<file path="config.mk">
export PLATFORM = sky130hd
export DESIGN_NAME = ula_controlador
export DESIGN_NICKNAME = d
export VERILOG_FILES = /design/src/rtl/ula_pkg.sv /design/src/rtl/ula_controlador.sv
export SDC_FILE = /design/constraint.sdc
export NUM_CORES = 1
export LEC_CHECK = 0
export CAP_MARGIN = 5
export CORE_MARGIN = 2
export CORE_UTILIZATION = 45
export DETAILED_ROUTE_END_ITERATION = 10
export HOLD_SLACK_MARGIN = 0.1
export PLACE_DENSITY = 0.9
export RECOVER_POWER = 25
export SETUP_SLACK_MARGIN = 0.1
export SLEW_MARGIN = 30
export SYNTH_ARGS = -nofsm -noshare
export SYNTH_HDL_FRONTEND = slang
export SYNTH_SLANG_ARGS = --single-unit
</file>
<file path="constraint.sdc">
create_clock -name clock -period 3.2 [get_ports clock]
set_input_delay 0.64 -clock clock [delete_from_list [all_inputs] [get_ports clock]]
set_output_delay 0.64 -clock clock [all_outputs]
set_load 0.02 [all_outputs]
</file>
<file path="src/rtl/ula_pkg.sv">
// ula_pkg: shared definitions for the ULA sequencer.
//   - LARGURA_PADRAO : default data width (must match the ULA)
//   - opcode_t       : 4-bit ULA opcode with named arithmetic/logic constants
//   - MODO_ARIT / MODO_LOGICO : ULA mode select values
//   - estado_t       : sequencer FSM states (OCIOSO, EXEC)
package ula_pkg;

  localparam int LARGURA_PADRAO = 6;

  typedef logic [3:0] opcode_t;

  // Arithmetic opcodes (modo = MODO_ARIT)
  localparam opcode_t OP_SOMA   = 4'd0;
  localparam opcode_t OP_SUB    = 4'd1;
  localparam opcode_t OP_SUB_BA = 4'd2;
  localparam opcode_t OP_NEG_A  = 4'd3;
  localparam opcode_t OP_INC_A  = 4'd4;
  localparam opcode_t OP_DEC_A  = 4'd5;
  localparam opcode_t OP_INC_B  = 4'd6;
  localparam opcode_t OP_DEC_B  = 4'd7;

  // Logic opcodes (modo = MODO_LOGICO)
  localparam opcode_t OP_AND    = 4'd0;
  localparam opcode_t OP_OR     = 4'd1;
  localparam opcode_t OP_NAND   = 4'd2;
  localparam opcode_t OP_NOR    = 4'd3;
  localparam opcode_t OP_NOT_A  = 4'd4;
  localparam opcode_t OP_RET_A  = 4'd5;
  localparam opcode_t OP_XOR    = 4'd6;
  localparam opcode_t OP_RET_B  = 4'd7;

  localparam logic MODO_ARIT   = 1'b0;
  localparam logic MODO_LOGICO = 1'b1;

  typedef enum logic {
    OCIOSO = 1'b0,
    EXEC   = 1'b1
  } estado_t;

  // Only opcodes 0..7 exist in the ULA; bit 3 set means illegal.
  function automatic logic op_ilegal(input opcode_t op);
    return op[3];
  endfunction

endpackage

</file>
<file path="src/rtl/ula_controlador.sv">
// ula_controlador: single-accumulator sequencer in front of the ULA.
//
// Accepts instructions over a valid/ready handshake, drives the ULA
// operand/mode/opcode inputs, holds them for LATENCIA cycles, then captures
// the ULA result and flags into the accumulator/flag registers.
//
// Handshake: an instruction transfers on a rising clock edge where
// instr_valid and instr_ready are both high. instr_ready is high only in
// OCIOSO and never during reset. instr_* fields are sampled only at that
// edge; instr_valid may stay high across several transfers.
//
// Ports:
//   clock, reset                      clock (rising edge), async active-high reset
//   instr_valid/instr_ready           instruction handshake
//   instr_carga                       1 = load instr_operando into accumulator
//   instr_modo, instr_op              ULA mode and opcode
//   instr_operando                    operand B or load value
//   ula_a, ula_b, ula_modo, ula_operacao  registered drive to the ULA
//   ula_valor, ula_overflow, ula_is_zero  results from the ULA
//   acumulador                        current accumulator
//   res_valid                         one-cycle completion pulse
//   flag_overflow, flag_zero          flags of the last executed ULA op
//   overflow_sticky                   OR of overflows since last load/reset
//   erro_op                           one-cycle pulse on illegal opcode
//   cont_ops                          executed ULA op count (wraps)
//   estado_dbg                        current FSM state, for observation
module ula_controlador
  import ula_pkg::*;
#(
  parameter int LARGURA  = LARGURA_PADRAO,
  parameter int LATENCIA = 1,
  parameter int CONT_W   = 8
) (
  input  logic               clock,
  input  logic               reset,
  input  logic               instr_valid,
  output logic               instr_ready,
  input  logic               instr_carga,
  input  logic               instr_modo,
  input  logic [3:0]         instr_op,
  input  logic [LARGURA-1:0] instr_operando,
  output logic [LARGURA-1:0] ula_a,
  output logic [LARGURA-1:0] ula_b,
  output logic               ula_modo,
  output logic [3:0]         ula_operacao,
  input  logic [LARGURA-1:0] ula_valor,
  input  logic               ula_overflow,
  input  logic               ula_is_zero,
  output logic [LARGURA-1:0] acumulador,
  output logic               res_valid,
  output logic               flag_overflow,
  output logic               overflow_sticky,
  output logic               flag_zero,
  output logic               erro_op,
  output logic [CONT_W-1:0]  cont_ops,
  output logic               estado_dbg
);

  localparam int CNT_BITS = (LATENCIA > 1) ? $clog2(LATENCIA) : 1;
  localparam logic [CNT_BITS-1:0] CNT_LIM = CNT_BITS'(LATENCIA - 1);

  estado_t             state_q, state_d;
  logic [CNT_BITS-1:0] cnt_q, cnt_d;
  logic [LARGURA-1:0]  ula_a_q, ula_a_d;
  logic [LARGURA-1:0]  ula_b_q, ula_b_d;
  logic                ula_modo_q, ula_modo_d;
  opcode_t             ula_op_q, ula_op_d;
  logic [LARGURA-1:0]  acc_q, acc_d;
  logic                res_valid_q, res_valid_d;
  logic                flag_ovf_q, flag_ovf_d;
  logic                sticky_q, sticky_d;
  logic                flag_zero_q, flag_zero_d;
  logic                erro_q, erro_d;
  logic [CONT_W-1:0]   cont_q, cont_d;
  logic                aceita;

  assign instr_ready = (state_q == OCIOSO) && !reset;
  assign aceita      = instr_valid && instr_ready;

  always_comb begin
    state_d     = state_q;
    cnt_d       = cnt_q;
    ula_a_d     = ula_a_q;
    ula_b_d     = ula_b_q;
    ula_modo_d  = ula_modo_q;
    ula_op_d    = ula_op_q;
    acc_d       = acc_q;
    res_valid_d = 1'b0;
    flag_ovf_d  = flag_ovf_q;
    sticky_d    = sticky_q;
    flag_zero_d = flag_zero_q;
    erro_d      = 1'b0;
    cont_d      = cont_q;

    case (state_q)
      OCIOSO: begin
        if (aceita) begin
          if (instr_carga) begin
            // Load bypasses the ULA and starts a fresh overflow history.
            acc_d       = instr_operando;
            sticky_d    = 1'b0;
            res_valid_d = 1'b1;
          end else if (op_ilegal(instr_op)) begin
            // Rejected without touching the ULA or any result state.
            res_valid_d = 1'b1;
            erro_d      = 1'b1;
          end else begin
            ula_a_d    = acc_q;
            ula_b_d    = instr_operando;
            ula_modo_d = instr_modo;
            ula_op_d   = instr_op;
            cnt_d      = '0;
            state_d    = EXEC;
          end
        end
      end
      EXEC: begin
        if (cnt_q == CNT_LIM) begin
          acc_d       = ula_valor;
          flag_ovf_d  = ula_overflow;
          sticky_d    = sticky_q | ula_overflow;
          flag_zero_d = ula_is_zero;
          cont_d      = cont_q + CONT_W'(1);
          res_valid_d = 1'b1;
          state_d     = OCIOSO;
        end else begin
          cnt_d = cnt_q + CNT_BITS'(1);
        end
      end
      default: state_d = OCIOSO;
    endcase
  end

  always_ff @(posedge clock or posedge reset) begin
    if (reset) begin
      state_q     <= OCIOSO;
      cnt_q       <= '0;
      ula_a_q     <= '0;
      ula_b_q     <= '0;
      ula_modo_q  <= 1'b0;
      ula_op_q    <= '0;
      acc_q       <= '0;
      res_valid_q <= 1'b0;
      flag_ovf_q  <= 1'b0;
      sticky_q    <= 1'b0;
      flag_zero_q <= 1'b0;
      erro_q      <= 1'b0;
      cont_q      <= '0;
    end else begin
      state_q     <= state_d;
      cnt_q       <= cnt_d;
      ula_a_q     <= ula_a_d;
      ula_b_q     <= ula_b_d;
      ula_modo_q  <= ula_modo_d;
      ula_op_q    <= ula_op_d;
      acc_q       <= acc_d;
      res_valid_q <= res_valid_d;
      flag_ovf_q  <= flag_ovf_d;
      sticky_q    <= sticky_d;
      flag_zero_q <= flag_zero_d;
      erro_q      <= erro_d;
      cont_q      <= cont_d;
    end
  end

  assign ula_a           = ula_a_q;
  assign ula_b           = ula_b_q;
  assign ula_modo        = ula_modo_q;
  assign ula_operacao    = ula_op_q;
  assign acumulador      = acc_q;
  assign res_valid       = res_valid_q;
  assign flag_overflow   = flag_ovf_q;
  assign overflow_sticky = sticky_q;
  assign flag_zero       = flag_zero_q;
  assign erro_op         = erro_q;
  assign cont_ops        = cont_q;
  assign estado_dbg      = state_q;

endmodule

</file>
# Word level (Yosys, flattened, before mapping)
# Cells that the tools add are included.
# word_totals
ff_bits,37
inputBits,23
out_inout_bits,38
word_cells,58
# op_classes
add_sub_neg,2
n_eq_ne,5
mux,26
bitwise,5
n_reduce_logical,7
# ops
operator,n
$mux 1,18
$mux 6,3
$pmux 6 s2,1
$ne 2x2->1 const B,5
$add 8x1->8 const B,1
$pmux 1 s2,4
$reduce_and 3->1,2
$not 1->1,4
$reduce_and 4->1,1
$logic_and 1x1->1,2
$reduce_and 2->1,1
$add 1x1->1 const B,1
$logic_not 1->1,1
$or 1x1->1,1

# Logic depth before layout (Yosys ltp)
# Gate-level depths: netlist (run 1).
# logic_depth
ltp_word,5
mapped_depth,4
ltp_nobuf,3

# Worst setup path before layout (run 1)
# No wires, ideal clock.
# synth_timing
path_type,in2reg
startpoint,input port reset
endpoint,"register res_valid_q, in the netlist res_valid"
setup_time_ps,79
arrival_ps,1641
required_ps,3121
path_slack_ps,1480
stages,3
n_path_buf,0
cell_sequence,inv_1 nand2_1 o21bai_1
# synth_between
elab_chain_cells,5
# synth_rtl
element,line_no,text
start: declaration,ula_controlador.sv:35,"input logic reset,"
$logic_not 1->1 (no line),--,
$logic_and 1x1->1,ula_controlador.sv:77,assign instr_ready = (state_q == OCIOSO) && !reset;
$logic_and 1x1->1,ula_controlador.sv:78,assign aceita = instr_valid && instr_ready;
$mux 1,ula_controlador.sv:97,if (aceita) begin
$pmux 1 s2,ula_controlador.sv:95,case (state_q)
via res_valid_d,ula_controlador.sv:69,"logic res_valid_q, res_valid_d;"
end signal: assignment,ula_controlador.sv:157,res_valid_q <= res_valid_d;
end: declaration,ula_controlador.sv:69,
# The timed path passes the listed nets, and every way through them passes these cells.
# A chain may end at the register's enable or synchronous reset.

# Worst setup path in the final report (run 1)
# layout_timing
startpoint,input port reset
endpoint,output port instr_ready
# layout_between
elab_chain_cells,2
# layout_rtl
element,line_no,text
$logic_not 1->1 (no line),--,
$logic_and 1x1->1,ula_controlador.sv:77,
end: declaration,ula_controlador.sv:37,"output logic instr_ready,"
# Every way passes these cells.

==> results of run 1 <==
-- cell families after synthesis --
kind of cell / synth area share
multiplexers: 0.1665
XOR/XNOR: 0.04121
AND/OR/NAND/NOR: 0.08494
AO/OA/AOI/OAI: 0.06140
flip-flops: 0.6055
adder cells (fa/ha/maj): 0.008409
buffers and inverters: 0.02944
other: 0.002521
-- per-layer routing --
metal | up-vias | global-route usage
met4 | 0 | 0.03647
met3 | 3 | 0.07563
met5 | - | 0
li1 | 487 | -
met2 | 44 | 0.2887
met1 | 496 | 0.2179
-- sequential cells by signal, indices dropped and copies added (netlist names), 3 cells and up --
| register | flops |
|---|---|
| cont_ops | 8 |
| ula_operacao | 3 |
| acumulador | 6 |
| ula_b | 6 |
| ula_a | 6 |
-- final cells by class --
cell class | count | area, µm²
Fill cell | 254 | 942.2
Timing Repair Buffer | 61 | 598.1
Clock buffer | 5 | 37.54
Multi-Input combinational cell | 58 | 543.0
Sequential cell | 36 | 900.9
Inverter | 2 | 7.507
Tap cell | 44 | 55.05
Clock inverter | 3 | 18.77
-- worst min path at each step --
stage	end	slack [ns]
2_1_floorplan	cont_ops[7]	0.58
3_3_place_gp	cont_ops[7]	0.46
3_5_place_dp	cont_ops[7]	0.46
4_1_cts	cont_ops[7]	0.49
5_1_grt	cont_ops[7]	0.49
6_report	cont_ops[7]	0.49
-- worst max-delay path, delay by kind of cell --
kind | cells | cell delay [ns]
AND/OR/NAND/NOR | 1 | 0.18
buffers and inverters | 2 | 1.10
-- cell usage after synthesis, drive strengths merged (2+ instances only) --
library cell	instances	area (µm²)
mux2	19	247.7
xnor2	5	43.79
a21o	3	22.52
a22o	3	26.28
nor3b	3	22.52
a221o	3	30.03
dfrtp	36	900.9
buf	5	36.28
xor2	2	17.52
nor2	5	21.27
nand4	4	25.02
nand2	3	11.26
inv	2	7.510
-- power by group --
group | switching [mW] | internal [mW] | total (mW)
registers | 0.0743 | 0.551 | 0.626
logic | 0.223 | 0.283 | 0.506
clock network | 0.150 | 0.0843 | 0.234
total | 0.447 | 0.918 | 1.37
-- layout by cell type (no fill, tap or decap), drive strengths merged, types with 2 or more instances in the layout --
cell	count
a21o	3
nand4	4
a221o	3
dfrtp	36
inv	2
clkinv	3
xnor2	5
mux2	19
nand2	3
xor2	2
a22o	3
nor2	5
nor3b	3
clkdlybuf4s50	59
clkbuf	7
==> impl.org, run 1 <==
** Outcome
- Result of the run :: finished with violations
- The final reports fail on capacitance limit, slew limit.

** Min path
- Hold Crit Class :: flop to flop
- Hold depth :: 1
- The startpoint identified for the worst hold timing path is cont_ops[7].

** Final layout
- Compared with the post-synthesis result, the final layout area differs by 45.25%.
- Final core utilization :: 0.6964
- Excluding fillers, the count of instances in the completed layout stands at 209.
- Once layout is done, the placed cells without fillers occupy 0.002161 mm².
- Fin nets :: 188
- N_diodes :: 0
- Of the cells placed in the final design, the portion with a size suffix greater than 1 is 0.1818.

** Floorplan
- For this configuration, the core starts out at a cell density of 0.4794.
- Std-Cell Rows :: 20
- The die covers 0.003782 mm².
- Number of I/O pins :: 61
- The floorplan step defined a core boundary enclosing 0.003103 mm².
- From left edge to right edge, the die measures 61.50 µm.
- The floorplan step set the die height to 61.50 µm.

** Clock network
- TritonCTS built the clock tree.
- CTS buffer count :: 5
- Number of buffers inserted to repair setup after CTS :: 0
- The H-tree was split into 2 levels.
- Clock tree root driver cell :: clkbuf_4
- Resize count post-CTS :: 0
- Maximum root-to-sink buffer count :: 2
- Hold buffer count at CTS :: 0
- Counting every sink on the clock net gives 36.
- For the worst-skew pair, the clock arrives at the later sink with an insertion delay of 0.34 ns.
- Clock transition at the registers of the reported paths :: 0.11 ns

** Routing
- Routed via count divided by cell count :: 4.928
- After detailed routing, the number of remaining DRC violations is 0.
- Count of TritonRoute iterations in the first routing pass :: 4
- Dividing the detail-routed wire length by the instance count gives 14.56 µm.
- In this run the remaining antenna-violating nets after routing total 0.
- Overall via count from detail_route :: 1030
- Summed over all nets, wire length on met2 after detailed routing comes to 1446 µm.
- In this run, the number of DRC markers left after iteration 0 of detailed routing was 29.
- Sum of routed wire length over all layers :: 3043 µm
- In the final routing, the length of wire on met1 measures 1307 µm.
- The detailed router used layers up to and including met4.
- Wire segments on met3 add up to 262 µm in the final route.

** Yosys
- EDFF count, synth :: 0
- Among all flip-flop cells after synthesis, the most frequent one is dfrtp_1.
- Share of flip-flops with an asynchronous set or reset after synthesis :: 1.000
- Synthesized instance count :: 101
- Netlist cell types :: 25
- Count of state elements after synthesis :: 36
- Proportion of synthesized chip area in sequential cells :: 0.6056
- Ys Warns :: 0
- Averaged over all synthesized cells, the footprint is 14.73 µm².
- Net count after synthesis :: 125
- In this run the cell area of the synthesized design comes to 0.001488 mm².

** Place
- Input and output buffers added on the ports amount to 59.
- Total placed instance area :: 0.002112 mm²
- At the placement stage, the worst setup path has a slack of 0.6376 ns.
- The congestion estimate from routability-driven global placement came to 0.7515.
- After legalization and detailed placement, the total HPWL measured 2256 µm.
- DP Cell Count :: 201

** STA
- Unrepaired setup endpoints after global routing :: no
- Setup slack closes at 0.6344 ns.
- Transition at the pin with the smallest max-transition slack :: 1.880 ns
- Achievable Freq :: 389.8 MHz
- Setup-failing EPs final :: 0
- Hold timing on the final database bottoms out at a slack of 0.4869 ns.
- Pins Over Slew Limit :: 38
- Final period util :: 0.8018
- In this run the tightest slew margin relative to its limit is -0.2532.
- Accumulated negative setup slack :: 0 ns
- Subtracting the final worst setup slack from the clock period gives 2.566 ns.
- Between clock sinks in the finished design, the worst skew comes to 0.01250 ns.
- Final-report hold violation count :: 0

** Critical path
- In this run the worst path has a maximum fanout of 3.
- CP most frequent cell :: clkdlybuf4s50_1
- Reg-to-reg endpoint :: cont_ops[5]
- The most critical setup path has its startpoint at reset.
- Endpoint of the most critical setup path :: instr_ready
- The worst setup path is launched from a primary input.
- Reg-to-reg slack, setup :: 1.45 ns
- Critical path's largest stage delay :: 0.65 ns
- Worst r2r src :: estado_dbg
- The worst setup path is captured at an output port.
- Data arrival time at the worst-slack endpoint :: 1.93 ns
- For this design, the slowest cell found on the critical path is clkdlybuf4s50_1.
- The critical path in this run is classified as primary input to output port.
- The critical path goes through clkdlybuf4s50_1, nor2_2, clkdlybuf4s50_1.
- Required time at the worst-slack endpoint :: 2.56 ns
- Reg2reg path depth :: 4

** Global routing
- Total routing resource utilization after global routing :: 0.1760
- The number of antenna violations at the first check in global routing was 0.
- The first global-routing pass estimated 4802 µm of wire.
- The via count of the first global-routing pass was 1015.
- Residual overflow from global routing :: 0
- Entering global routing, the biggest net connects 38 pins.

** Run
- Maxcap violations :: 1

** Power
- IR drop worst, VDD :: 352.8 µV
- Total power divided by cell area :: 632.0 mW/mm²
- Total power consumption of the routed design :: 1.366 mW
- The analysis attributes to cell leakage a power of 0.9832 nW.
Note: power is estimated with default switching activity, not from simulation.
==> inputs of run 2 (changes only) <==
Settings changed: CORE_UTILIZATION 45 to 42, PLACE_DENSITY 0.9 to 0.86.
Clock period 3.2 ns to 2.4 ns, I/O delays scaled along.
==> impl.org, run 2 (synthesis results as in run 1) <==
** Final layout
- Most frequent cells in the layout :: clkdlybuf4s50_1, dfrtp_1, mux2_2, mux2_4
- The number of antenna diodes in the final layout is 0.
- Of the cells placed in the final design, the portion with a size suffix greater than 1 is 0.1758.
- Count of placed standard cells in the final layout, fillers left out :: 211
- For this run, the post-layout net count is 188.
- Final core utilization :: 0.6443
- Area Growth Syn to Fin :: 45.67%
- The register with the most flip-flops in the layout has 8 of them.
- Commonest non-fill, non-tap cell in the layout :: clkdlybuf4s50_1
- Post-route cell area :: 0.002167 mm²

** Critical path
- On the critical path, the stage with the largest delay is an instance of clkdlybuf4s50_1.
- Family with the most delay on the worst path :: buffers and inverters
- Reg-to-reg slack, setup :: 0.61 ns
- Counting both buffers and inverters, the worst setup path holds a total of 2.
- Counting stages on the worst path, the most repeated cell is clkdlybuf4s50_1.
- Data arrival time at the worst-slack endpoint :: 1.76 ns
- CP Launch Type :: primary input
- CP Max Fanout :: 3
- Critical path's largest stage delay :: 0.64 ns
- The signal on the critical path passes through clkdlybuf4s50_1, nor2_2, clkdlybuf4s50_1.
- By startpoint and endpoint, the worst setup path is classified as primary input to output port.
- Element type at the critical path end :: output port
- Required time at the worst-slack endpoint :: 1.92 ns

** Global routing
- Antenna violations before repair :: 0
- The via count of the first global-routing pass came to 1072.
- For this run, the total global-route usage over all layers was measured as 0.1674.
- Residual overflow from global routing :: 0
- Entering global routing, the biggest net connects 37 pins.
- Global-route wire length before repair :: 5216 µm

** Power
- The design draws 1.834 mW.
- The analysis attributes to net switching a power of 579.1 µW.
- In this run the static leakage power is 0.9840 nW.
- Combinational fraction of design power :: 0.367
- Total power divided by cell area :: 846.5 mW/mm²
- Share of power burned in registers :: 0.455
- IR analysis of the VDD net gives a maximum drop of 501.1 µV.
- Internal Power :: 1.255 mW
- Share of total power consumed by net switching :: 0.3157
- Part of the power in the clock network :: 0.178

** Routing
- Sum of routed wire length over all layers :: 3109 µm
- Count of TritonRoute iterations in the first routing pass :: 4
- The first routing iteration left 37 violations.
- Routed via count divided by cell count :: 4.972
- Wire length per cell after detailed routing :: 14.73 µm
- For this run, design rule violations remaining after detail routing come to 0.
- Overall via count from detail_route :: 1049
- The count of nets left with antenna violations once routing finished came out at 0.

** Floorplan
- In this run the vertical extent of the chip is 63.52 µm.
- Std-Cell Rows :: 21
- The die is 63.52 µm wide.
- For this configuration, the core starts out at a cell density of 0.4423.
- The region available for standard cell placement spans 0.003363 mm².
- 61 I/O pins were placed.
- Overall die area :: 0.004034 mm²

** STA
- The total count of max-transition violations in the final report is 0.
- Slack of the critical path :: 0.1553 ns
- Setup-failing EPs final :: 0
- At the pin with the least slew margin, the transition time is 0.8619 ns.
- The number of hold violations in the final report came to 0.
- Setup repair after global routing left no endpoint under its margin.
- Hold is met by 0.4736 ns.
- Rel. slew slack :: 0.4254
- Of the available clock period, the critical path in the final layout requires 0.9353.
- Final worst clock skew :: 0.004372 ns
- The clock period could shrink to 2.245 ns.
- Accumulated negative setup slack :: 0 ns
- Achievable Freq :: 445.5 MHz

** Run
- Max-cap violations in this run came to 0.

** Place
- Detailed placement finished with a half-perimeter wire length of 2269 µm.
- The number of placed instances, taps included, is 203.
- Total placed instance area :: 0.002115 mm²
- Routability-driven placement finished with a final weighted congestion of 0.7292.
- Number of input and output port buffers inserted :: 59
- Prior to clock tree synthesis, the placed netlist has a worst setup slack of 0.1535 ns.

** Clock network
- CTS placed an instance of clkbuf_4 at the clock tree root.
- Number of buffers inserted to repair setup after CTS :: 0
- Maximum root-to-sink buffer count :: 2
- The clock drives 36 sinks.
- Buffers inserted during clock tree synthesis total 5.
- Post-CTS repair changed the size of 0 cells.
- Hold buffer count at CTS :: 0
- Clock tree from TritonCTS :: done
- Clock transition at the registers of the reported paths :: 0.10 ns
- For the worst-skew pair, the clock arrives at the later sink with an insertion delay of 0.32 ns.
- Number of H-tree levels :: 2

** Outcome
- The flow ran to the end, and the final reports show no timing, DRC or antenna violations.

** Min path
- Hold Crit Class :: flop to flop
==> run 2: power by group through the flow <==
stage          Clock (mW)  Combinational (mW)  Sequential, mW
2_1_floorplan           0               0.180           0.994
3_3_place_gp            0               0.665           0.837
3_5_place_dp            0               0.680           0.848
4_1_cts             0.342               0.683           0.837
5_1_grt             0.371               0.710           0.856
6_report            0.327               0.672           0.835
==> run 2: path summary, 6_finish.rpt <==
kind | start | to | cells past startpoint
worst max-delay path | reset | instr_ready | 3
worst min-delay path | cont_ops[7] | cont_ops[7] | 1
worst max register to register | estado_dbg | cont_ops[6] | 4
worst min register to register | cont_ops[7] | cont_ops[7] | 1
max in group asynchronous | reset | cont_ops[3] | 3
min in group asynchronous | reset | res_valid | 3
==> run 2: layout make-up <==
cell class | instances | area [µm²]
clock buffer | 8 | 58.81
tap | 46 | 57.56
sequential | 36 | 900.9
multi-input combinational | 58 | 543.0
inverter | 2 | 7.507
timing repair buffer | 61 | 599.3
fill | 289 | 1196
==> run 2: metal layers <==
| metal | track usage | share of wire |
|---|---|---|
| met1 | 0.1998 | 0.41 |
| met2 | 0.2855 | 0.52 |
| met3 | 0.05179 | 0.056 |
| met4 | 0.05707 | 0.0096 |
| met5 | 0 | 0 |
==> run 2: worst reg2reg max path: stages, from the launching register on <==
cell	delay, ns
dfrtp_1	0.46
clkbuf_1	0.61
and3_1	0.32
nand4_1	0.13
xnor2_1	0.16
==> inputs of run 3 (changes only) <==
--- a/config.mk
+++ b/config.mk
@@ -6,5 +6,5 @@
 export NUM_CORES = 1
 export LEC_CHECK = 0
-export CAP_MARGIN = 5
+export CAP_MARGIN = 20
 export CORE_MARGIN = 2
 export CORE_UTILIZATION = 42
==> constraint.sdc (replaced) <==
create_clock -name clock -period 2.4 [get_ports clock]
set_input_delay 0.48 -clock clock [delete_from_list [all_inputs] [get_ports clock]]
set_output_delay 0.48 -clock clock [all_outputs]
set_load 0.01 [all_outputs]
==> impl.org, run 3 (synthesis results as in run 1) <==
** Routing
- The detail route stage leaves a number of antenna-violating nets equal to 0.
- Residual DRC count :: 0
- Overall via count from detail_route :: 1043
- Dividing the detail-routed via count by the number of cells gives 4.943.
- Sum of routed wire length over all layers :: 3162 µm
- In this run, the number of DRC markers left after iteration 0 of detailed routing was 61.
- Dividing the detail-routed wire length by the instance count gives 14.99 µm.
- For this run, the detailed router's first-pass iteration total came to 4.

** Critical path
- Worst r2r src :: estado_dbg
- On the worst path, the slowest cell contributes a delay of 0.57 ns.
- Counting stages on the worst path, the most repeated cell is clkdlybuf4s50_1.
- Required time at the worst-slack endpoint :: 1.92 ns
- CP Max Fanout :: 3
- Data arrival time at the worst-slack endpoint :: 1.70 ns
- CP cell instances :: clkdlybuf4s50_1, nor2_2, clkdlybuf4s50_1
- The critical path is of the primary input to output port type.
- The worst setup path is launched from a primary input.
- The worst setup path is captured at an output port.
- The critical path starts at reset.
- For this design, the slowest cell found on the critical path is clkdlybuf4s50_1.

** Global routing
- Global routing finished with a remaining overflow of 0.
- The via count of the first global-routing pass came to 993.
- Antenna violations before repair :: 0
- Across every metal layer, demand over resource in global routing totals 0.1658.
- The first global-routing pass estimated 5085 µm of wire.
- Entering global routing, the biggest net connects 37 pins.

** Final layout
- Fin nets :: 188
- Total area of multi-input combinational cells :: 543.0 µm²
- Counting the fill cells in the layout gives 283.
- Share of cells above drive strength 1 :: 0.1758
- Commonest non-fill, non-tap cell in the layout :: clkdlybuf4s50_1
- 0 antenna diodes ended up in the layout.
- Summing all flip-flop and latch instances after layout gives 900.9 µm².
- The area growth from synthesis to layout is 45.67%.
- The register with the most flip-flops in the layout has 8 of them.
- Most frequent cells in the layout :: clkdlybuf4s50_1, dfrtp_1, mux2_2, mux2_4
- At the end of the flow the core is filled with cells to 0.6443.
- Count of placed standard cells in the final layout, fillers left out :: 211

** Power
- Leakage power :: 0.9840 nW
- The share of total power dissipated in combinational logic is 0.328.
- Internal Power :: 1.254 mW
- Share of total power consumed by net switching :: 0.2769
- The share of total power dissipated in the clock network is 0.191.
- In this run the power spent charging and discharging nets is 480.0 µW.
- Total power divided by cell area :: 800.1 mW/mm²
- The worst-case IR drop observed on VDD is 490.1 µV.
- Share of power burned in registers :: 0.482
- Total power consumption of the routed design :: 1.734 mW

** Clock network
- Gates resized during post-CTS repair numbered 0.
- Clock tree synthesis inserted a total of 5 buffers.
- Number of H-tree levels :: 2
- Insertion delay of the later-clocked pin in the worst-skew pair :: 0.32 ns
- CTS placed an instance of clkbuf_4 at the clock tree root.
- Maximum root-to-sink buffer count :: 2
- Clock tree from TritonCTS :: done
- Hold buffer count at CTS :: 0
- Post-CTS timing repair inserted 0 buffers for setup.
- Number of sinks on the clock net :: 36
- Clock transition at the registers of the reported paths :: 0.10 ns

** STA
- Of the available clock period, the critical path in the final layout requires 0.9082.
- For this run, the top clock speed supported by timing is 458.8 MHz.
- The number of hold violations in the final report was 0.
- The total count of max-transition violations in the final report is 0.
- The worst path needs 2.180 ns of the cycle, external delays included.
- Final worst clock skew :: 0.006289 ns
- Transition at the pin with the smallest max-transition slack :: 0.8808 ns
- Accumulated negative setup slack :: 0 ns
- Rel. slew slack :: 0.4128
- Unrepaired setup endpoints after global routing :: no
- Setup violations remaining at the end of the flow were counted as 0.

** Floorplan
- Overall die area :: 0.004034 mm²
- The die is 63.52 µm tall.
- Initial Utilization :: 0.4423
- Core outline area :: 0.003363 mm²
- Number of I/O pins :: 61
- From left edge to right edge, the die measures 63.52 µm.
- Std-Cell Rows :: 21

** Min path
- Hold Crit Class :: flop to flop
- The startpoint identified for the worst hold timing path is cont_ops[7].

** Place
- DP Cell Count :: 203
- The HPWL after detailed placement is 2283 µm.
- Number of input and output port buffers inserted :: 59
- At the end of routability-driven placement, the weighted congestion stood at 0.7290.

** Run
- The tool flagged a number of max-cap violations equal to 0.

** Outcome
- The run finished with clean final reports.
-- run 3: cell counts in the layout (fill, tap and decap cells not counted) --
Identical to the previous run, type by type.
-- run 3: final timing paths --
path                            slack, ns  depth (start not counted)     endpoint
worst max-delay path                 0.22                          3  instr_ready
worst min-delay path                 0.47                          1  cont_ops[7]
worst max register to register       0.59                          4  cont_ops[6]
worst min register to register       0.47                          1  cont_ops[7]
max in group asynchronous            1.02                          3     ula_b[0]
min in group asynchronous            0.83                          3    res_valid
-- run 3: through the flow --
stage / hold slack [ns] / worst slack (ns) / instance area [µm²]
global placement: 0.4587 / 0.2668 / 2115
detailed placement: 0.4593 / 0.2214 / 2115
CTS: 0.4787 / 0.2185 / 2173
global route: 0.5000 / 0.1704 / 2167
floorplan: 0.5039 / 0.8398 / 1488
finish: 0.4741 / 0.2203 / 2167
-- run 3: power groups by stage --
stage	combinational [mW]	clock, mW	sequential [mW]
after floorplan	0.178	0	0.894
after global placement	0.561	0	0.837
after detailed placement	0.577	0	0.847
after CTS	0.578	0.342	0.838
after global routing	0.605	0.367	0.857
final	0.568	0.331	0.835
-- run 3: routing by layer --
metal,global-route usage,up-vias,part of all wire
li1,-,486,-
met4,0.05707,0,0.0054
met1,0.2056,517,0.43
met3,0.05536,4,0.058
met5,0,-,0
met2,0.2711,36,0.51
-- run 3: worst max-delay path, delay by kind of cell --
family	cells	cell delay (ns)
buf+inv	2	1.02
simple gates	1	0.19
-- run 3: layout make-up --
type                    instances  share of cell area
flip-flops and latches         36              0.4157
inverters                       2            0.003464
well taps                      46             0.02656
clock buffers                   8             0.02714
multi-input cells              58              0.2506
repair buffers                 61              0.2766
